**src/rtl/text_console_ctrl.sv**
```systemverilog
// Terminal-style sequencer in front of a text-mode character RAM: turns one character per CPU put
// into cell writes, with cursor tracking, control codes, hardware scroll and clear.
`timescale 1ns/1ps
module text_console_ctrl #(
    parameter int unsigned COLS = 80,
    parameter int unsigned ROWS = 60,
    parameter logic [7:0]  ATTR = 8'h00
) (
    input  logic        clk,
    input  logic        reset,
    input  logic        cpu_stb,
    input  logic        cpu_we,
    input  logic [7:0]  cpu_dat_i,
    output logic [31:0] cpu_dat_o,
    output logic        cpu_ack,
    output logic        busy,
    output logic [6:0]  cursor_x,
    output logic [5:0]  cursor_y,
    output logic        vc_stb,
    output logic        vc_we,
    output logic [31:0] vc_addr,
    output logic [31:0] vc_dat_o,
    input  logic [31:0] vc_dat_i,
    input  logic        vc_ack
);
    localparam logic [3:0] StIdle    = 4'd0;
    localparam logic [3:0] StDecode  = 4'd1;
    localparam logic [3:0] StWr      = 4'd2;
    localparam logic [3:0] StWrWait  = 4'd3;
    localparam logic [3:0] StScrRd   = 4'd4;
    localparam logic [3:0] StScrWr   = 4'd5;
    localparam logic [3:0] StScrWait = 4'd6;
    localparam logic [3:0] StClrWr   = 4'd7;
    localparam logic [3:0] StClrWait = 4'd8;

    localparam logic [12:0] Cols13   = 13'(COLS);
    localparam logic [12:0] LastCell = 13'(COLS * ROWS - 1);
    localparam logic [12:0] LastRow  = 13'((ROWS - 1) * COLS);
    localparam logic [6:0]  LastX    = 7'(COLS - 1);
    localparam logic [5:0]  LastY    = 6'(ROWS - 1);
    localparam logic [15:0] Blank    = {ATTR, 8'h20};

    logic [3:0]  state_q, state_d;
    logic [7:0]  char_q, char_d;
    logic [6:0]  x_q, x_d;
    logic [5:0]  y_q, y_d;
    logic        busy_q, busy_d;
    logic        ack_q, ack_d;
    logic [31:0] stat_q, stat_d;
    logic        stb_q, stb_d;
    logic [12:0] addr_q, addr_d;
    logic [15:0] dat_q, dat_d;
    logic [12:0] cnt_q, cnt_d;
    logic        scroll_q, scroll_d;
    logic [12:0] cell_idx;
    logic        unused_vc_hi;

    assign cell_idx     = 13'(y_q) * Cols13 + 13'(x_q);
    assign unused_vc_hi = ^vc_dat_i[31:16];

    always_comb begin
        state_d  = state_q;
        char_d   = char_q;
        x_d      = x_q;
        y_d      = y_q;
        busy_d   = busy_q;
        ack_d    = 1'b0;
        stat_d   = stat_q;
        stb_d    = stb_q;
        addr_d   = addr_q;
        dat_d    = dat_q;
        cnt_d    = cnt_q;
        scroll_d = scroll_q;

        // Status reads are served in every state; the ack_q guard keeps acks one cycle wide.
        if (cpu_stb && !cpu_we && !ack_q) begin
            ack_d  = 1'b1;
            stat_d = {busy_q, 15'b0, 8'(y_q), 8'(x_q)};
        end

        case (state_q)
            StIdle: begin
                if (cpu_stb && cpu_we && !ack_q) begin
                    char_d  = cpu_dat_i;
                    busy_d  = 1'b1;
                    ack_d   = 1'b1;
                    state_d = StDecode;
                end
            end
            StDecode: begin
                state_d = StIdle;
                busy_d  = 1'b0;
                if (char_q >= 8'h20 && char_q <= 8'h7E) begin
                    addr_d  = cell_idx;
                    dat_d   = {ATTR, char_q};
                    busy_d  = 1'b1;
                    state_d = StWr;
                    if (x_q == LastX) begin
                        x_d = 7'd0;
                        if (y_q == LastY) scroll_d = 1'b1;
                        else              y_d = y_q + 6'd1;
                    end else begin
                        x_d = x_q + 7'd1;
                    end
                end else begin
                    case (char_q)
                        8'h0A: begin
                            x_d = 7'd0;
                            if (y_q == LastY) begin
                                busy_d  = 1'b1;
                                cnt_d   = Cols13;
                                addr_d  = Cols13;
                                state_d = StScrRd;
                            end else begin
                                y_d = y_q + 6'd1;
                            end
                        end
                        8'h0D: x_d = 7'd0;
                        8'h08: begin
                            if (x_q != 7'd0) begin
                                x_d     = x_q - 7'd1;
                                addr_d  = cell_idx - 13'd1;
                                dat_d   = Blank;
                                busy_d  = 1'b1;
                                state_d = StWr;
                            end
                        end
                        8'h0C: begin
                            x_d     = 7'd0;
                            y_d     = 6'd0;
                            cnt_d   = 13'd0;
                            busy_d  = 1'b1;
                            state_d = StClrWr;
                        end
                        default: ;
                    endcase
                end
            end
            // A still-high ack here is the stale one from the previous write.
            StWr: begin
                if (!vc_ack) begin
                    stb_d   = 1'b1;
                    state_d = StWrWait;
                end
            end
            StWrWait: begin
                if (vc_ack) begin
                    stb_d = 1'b0;
                    if (scroll_q) begin
                        scroll_d = 1'b0;
                        cnt_d    = Cols13;
                        addr_d   = Cols13;
                        state_d  = StScrRd;
                    end else begin
                        busy_d  = 1'b0;
                        state_d = StIdle;
                    end
                end
            end
            StScrRd: begin
                dat_d   = vc_dat_i[15:0];
                addr_d  = addr_q - Cols13;
                state_d = StScrWr;
            end
            StScrWr: begin
                if (!vc_ack) begin
                    stb_d   = 1'b1;
                    state_d = StScrWait;
                end
            end
            StScrWait: begin
                if (vc_ack) begin
                    stb_d = 1'b0;
                    if (cnt_q == LastCell) begin
                        cnt_d   = LastRow;
                        state_d = StClrWr;
                    end else begin
                        cnt_d   = cnt_q + 13'd1;
                        addr_d  = cnt_q + 13'd1;
                        state_d = StScrRd;
                    end
                end
            end
            StClrWr: begin
                addr_d = cnt_q;
                dat_d  = Blank;
                if (!vc_ack) begin
                    stb_d   = 1'b1;
                    state_d = StClrWait;
                end
            end
            StClrWait: begin
                if (vc_ack) begin
                    stb_d = 1'b0;
                    if (cnt_q == LastCell) begin
                        busy_d  = 1'b0;
                        state_d = StIdle;
                    end else begin
                        cnt_d   = cnt_q + 13'd1;
                        state_d = StClrWr;
                    end
                end
            end
            default: state_d = StIdle;
        endcase
    end

    always_ff @(posedge clk or negedge reset) begin
        if (!reset) begin
            state_q  <= StIdle;
            char_q   <= 8'h00;
            x_q      <= 7'd0;
            y_q      <= 6'd0;
            busy_q   <= 1'b0;
            ack_q    <= 1'b0;
            stat_q   <= 32'h0;
            stb_q    <= 1'b0;
            addr_q   <= 13'd0;
            dat_q    <= 16'h0;
            cnt_q    <= 13'd0;
            scroll_q <= 1'b0;
        end else begin
            state_q  <= state_d;
            char_q   <= char_d;
            x_q      <= x_d;
            y_q      <= y_d;
            busy_q   <= busy_d;
            ack_q    <= ack_d;
            stat_q   <= stat_d;
            stb_q    <= stb_d;
            addr_q   <= addr_d;
            dat_q    <= dat_d;
            cnt_q    <= cnt_d;
            scroll_q <= scroll_d;
        end
    end

    assign cpu_ack   = ack_q;
    assign cpu_dat_o = stat_q;
    assign busy      = busy_q;
    assign cursor_x  = x_q;
    assign cursor_y  = y_q;
    assign vc_stb    = stb_q;
    assign vc_we     = stb_q;
    assign vc_addr   = {19'b0, addr_q};
    assign vc_dat_o  = {16'h0, dat_q};

endmodule

```
**config.mk**
```make
export PLATFORM = sky130hd
export DESIGN_NAME = text_console_ctrl
export DESIGN_NICKNAME = d
export VERILOG_FILES = /design/src/rtl/text_console_ctrl.sv
export SDC_FILE = /design/constraint.sdc
export NUM_CORES = 1
export LEC_CHECK = 0
export CORE_MARGIN = 2
export CORE_UTILIZATION = 40
export DETAILED_ROUTE_END_ITERATION = 8
export PLACE_DENSITY = 0.7
export SETUP_SLACK_MARGIN = 0.4
export SYNTH_ARGS = -nofsm -noshare
export SYNTH_HDL_FRONTEND = slang
export SYNTH_SLANG_ARGS = --single-unit
```
**constraint.sdc**
```tcl
create_clock -name clk -period 9.8 [get_ports clk]
set_input_delay 2.45 -clock clk [delete_from_list [all_inputs] [get_ports clk]]
set_output_delay 2.45 -clock clk [all_outputs]
set_load 0.01 [all_outputs]
```
==> run_results.csv <==
group,metric,value,unit
sta,layout_worst_path_cycle_share,47.1,%
finish,layout_common_cells,"clkdlybuf4s50_1 (87), dfrtp_1 (85), nor2_1 (59)",
finish,antenna_cells,0,
placement,post-dp-hpwl,11200,um
worst_setup_path,start_kind,"primary input",
finish,area_growth,19.0,%
drt,first_pass_iters,5,
worst_setup_path,worstPathRequired,10.03,ns
clocking,clock_path_buffers,2,
power_and_ir_drop,p_leak,0.00299,uW
sta,fmaxAchievable,217,MHz
synthesis,synth-edff-count,0,
sta,worstMarginPinSlew,0.979,ns
global_routing,grt_max_degree,75,
worst_setup_path,cp.arrival,4.85,ns
synthesis,syn_avg_cell_area,8.96,um^2
clocking,cts.sinks,85,
sta,rsz0062_at_grt,"false",
placement,place.gp.congestion,0.903,
sta,hold_viol,0,
worst_hold_path,hp-start,"dat_q[7]",
drt,ant_nets,0,
clocking,cts_resized,0,
sta,finalSetupViolCount,0,
clocking,cts_buffers,9,
floorplanning,std_cell_rows,45,
clocking,clock_latency,0.35,ns
synthesis,synth_flop_cell,"dfrtp_1",
worst_setup_path,regToRegStartpoint,"cursor_y[1]",
synthesis,yosys_warnings,0,
drt,via_count,5425,
synthesis,ys_ff_latch,85,
drt,viasPerCell,5.68,
floorplanning,die_height,128,um
finish,fill_cells,1421,
power_and_ir_drop,ir_worst_vdd,0.000164,V
sta,relSlewSlack,34.7,%
synthesis,yosysUniqueCellTypes,73,
floorplanning,dieArea,16500,um^2
synthesis,synthCells,691,
finish,final_layout_size_suffix_gt1_share,8.60,%
floorplanning,start_util,40.9,%
finish,layout.nets,826,
worst_setup_path,critical_path_class,"in -> reg",
placement,post_dp_cell_area,7010,um^2
finish,seq_area,2130,um^2
worst_hold_path,hold_path_class,"reg -> reg",
power_and_ir_drop,total_power,2320,uW
worst_setup_path,cp-end-kind,"register",
synthesis,synth_seq_area_share,34.4,%
global_routing,grt_pass1_vias,4954,
run_status,status,"finished clean",
sta,layout_min_cycle_time,4.62,ns
sta,setup-tns-final,0,ns
floorplanning,io_pins,158,
drt,wl_per_cell,16.3,um
drt,detail_route.wirelength,15600,um
global_routing,grt_pass1_wl,25400,um
finish,final_cell_area,7360,um^2
power_and_ir_drop,p_per_area,316,nW/um^2
clocking,htreeDepth,3,
clocking,hold_buffers,0,
floorplanning,core_area,15100,um^2
clocking,cts_tree,"built",
global_routing,grt_use_total,19.1,%
placement,placedCellCount,939,
worst_setup_path,crit_fanout,17,
synthesis,syn_area,6190,um^2
placement,place.port_buffers,88,
flow_run,cap_viol_max_count,0,
sta,clock_skew,0.0122,ns
finish,final_cells,955,
clocking,clkTransAtPathRegs,0.06,ns
global_routing,grt_overflow_total,0,
global_routing,antenna_found_initial,0,
sta,maxSlewViolCount,0,
finish,layout_commonest_cell,"clkdlybuf4s50_1",
finish,multi_input_area,3670,um^2
drt,drtIter0Drc,381,
floorplanning,fp.dieW,128,um
sta,finalWorstSetupSlack,5.18,ns
synthesis,async_flop_share,100,%
clocking,root_buffer,"clkbuf_16",
drt,drc_errors,0,
placement,dp_slack,4.86,ns
worst_setup_path,cp-startpoint,"vc_ack",
clocking,cts_setup_buffers,0,
## registers in the layout, summed over array words and instances, names as in the netlist
name       count
addr_q        13
busy           1
char_q         8
cnt_q         13
cpu_ack        1
cpu_dat_o     14
cursor_x       7
cursor_y       6
dat_q         16
scroll_q       1
state_q        4
vc_stb         1
## through the flow
stage	utilization (%)	hold WS, ns
2_1_floorplan	-	0.482
3_3_place_gp	46.3	0.472
3_5_place_dp	46.3	0.478
4_1_cts	48.6	0.497
5_1_grt	48.6	0.514
6_report	48.6	0.497
## cell usage after synthesis, drive strengths merged, types with 6 or more instances
cell type	number	area, um^2
and3	11	68.8
nor2	59	221
nand2	38	145
o22ai	9	56.3
o21ai	47	235
nand3	19	95.1
dfrtp	85	2130
xor2	9	78.8
a21o	8	60.1
xnor2	17	149
nand4	9	56.3
nor3	23	125
o31ai	14	105
nor3b	6	45.0
inv	15	56.3
ha	17	213
a22oi	9	67.6
mux2	28	315
and2	9	56.3
buf	63	454
clkbuf	23	86.3
nor2b	7	43.8
or3	8	55.1
a21oi	37	185
a22o	12	105
nor4	8	101
nand2b	10	62.6
## cell families (layout without fill, tap and decap cells)
kind of cell | after synthesis | count (layout) | share of synthesized area [%]
AND/OR/NAND/NOR | 230 | 230 | 20.5
XOR/XNOR | 27 | 27 | 4.04
flip-flops | 85 | 85 | 34.4
adder cells (fa/ha/maj) | 19 | 19 | 4.08
AO/OA/AOI/OAI | 196 | 196 | 21.6
multiplexers | 32 | 32 | 5.74
buffers and inverters | 101 | 125 | 9.64
other | 1 | 53 | 0.0606
## report_power, final
group / leakage, uW / switching (uW) / internal, uW
combinational: 0.00174 / 673 / 581
sequential: 0.00107 / 177 / 479
clock: 0.000174 / 156 / 259
total: 0.00299 / 1010 / 1320
## final timing paths
path / to / slack, ns / cells past startpoint
worst max-delay path: addr_q[11] / 5.18 / 7
worst min-delay path: dat_q[7] / 0.50 / 1
worst max register to register: addr_q[11] / 6.26 / 9
worst min register to register: dat_q[7] / 0.50 / 1
max in group asynchronous: char_q[1] / 6.68 / 2
min in group asynchronous: cnt_q[11] / 1.92 / 1
## routing by layer
| layer | up-vias | wire [um] | part of all wire [%] | global-route usage (%) |
|---|---|---|---|---|
| li1 | 2611 | - | - | - |
| met5 | - | 0 | 0 | 0 |
| met4 | 0 | 251 | 1.6 | 6.66 |
| met2 | 199 | 7210 | 46 | 29.7 |
| met1 | 2600 | 7280 | 47 | 27.3 |
| met3 | 15 | 835 | 5.4 | 2.74 |
## cell type report
type / instances / share of cell area [%]
Multi-Input combinational cell: 557 / 49.8
Sequential cell: 85 / 28.9
Timing Repair Buffer: 94 / 12.5
Clock buffer: 10 / 3.25
Tap cell: 188 / 3.19
Clock inverter: 6 / 1.58
Inverter: 15 / 0.765
## critical path: stages
cell	delay, ns
clkdlybuf4s50_1	0.81
a21oi_1	0.14
o2bb2ai_1	0.15
nand2_1	0.09
o2111a_1	0.58
o221ai_1	0.28
o32a_1	0.34
Power figures use the tool's default switching activity.
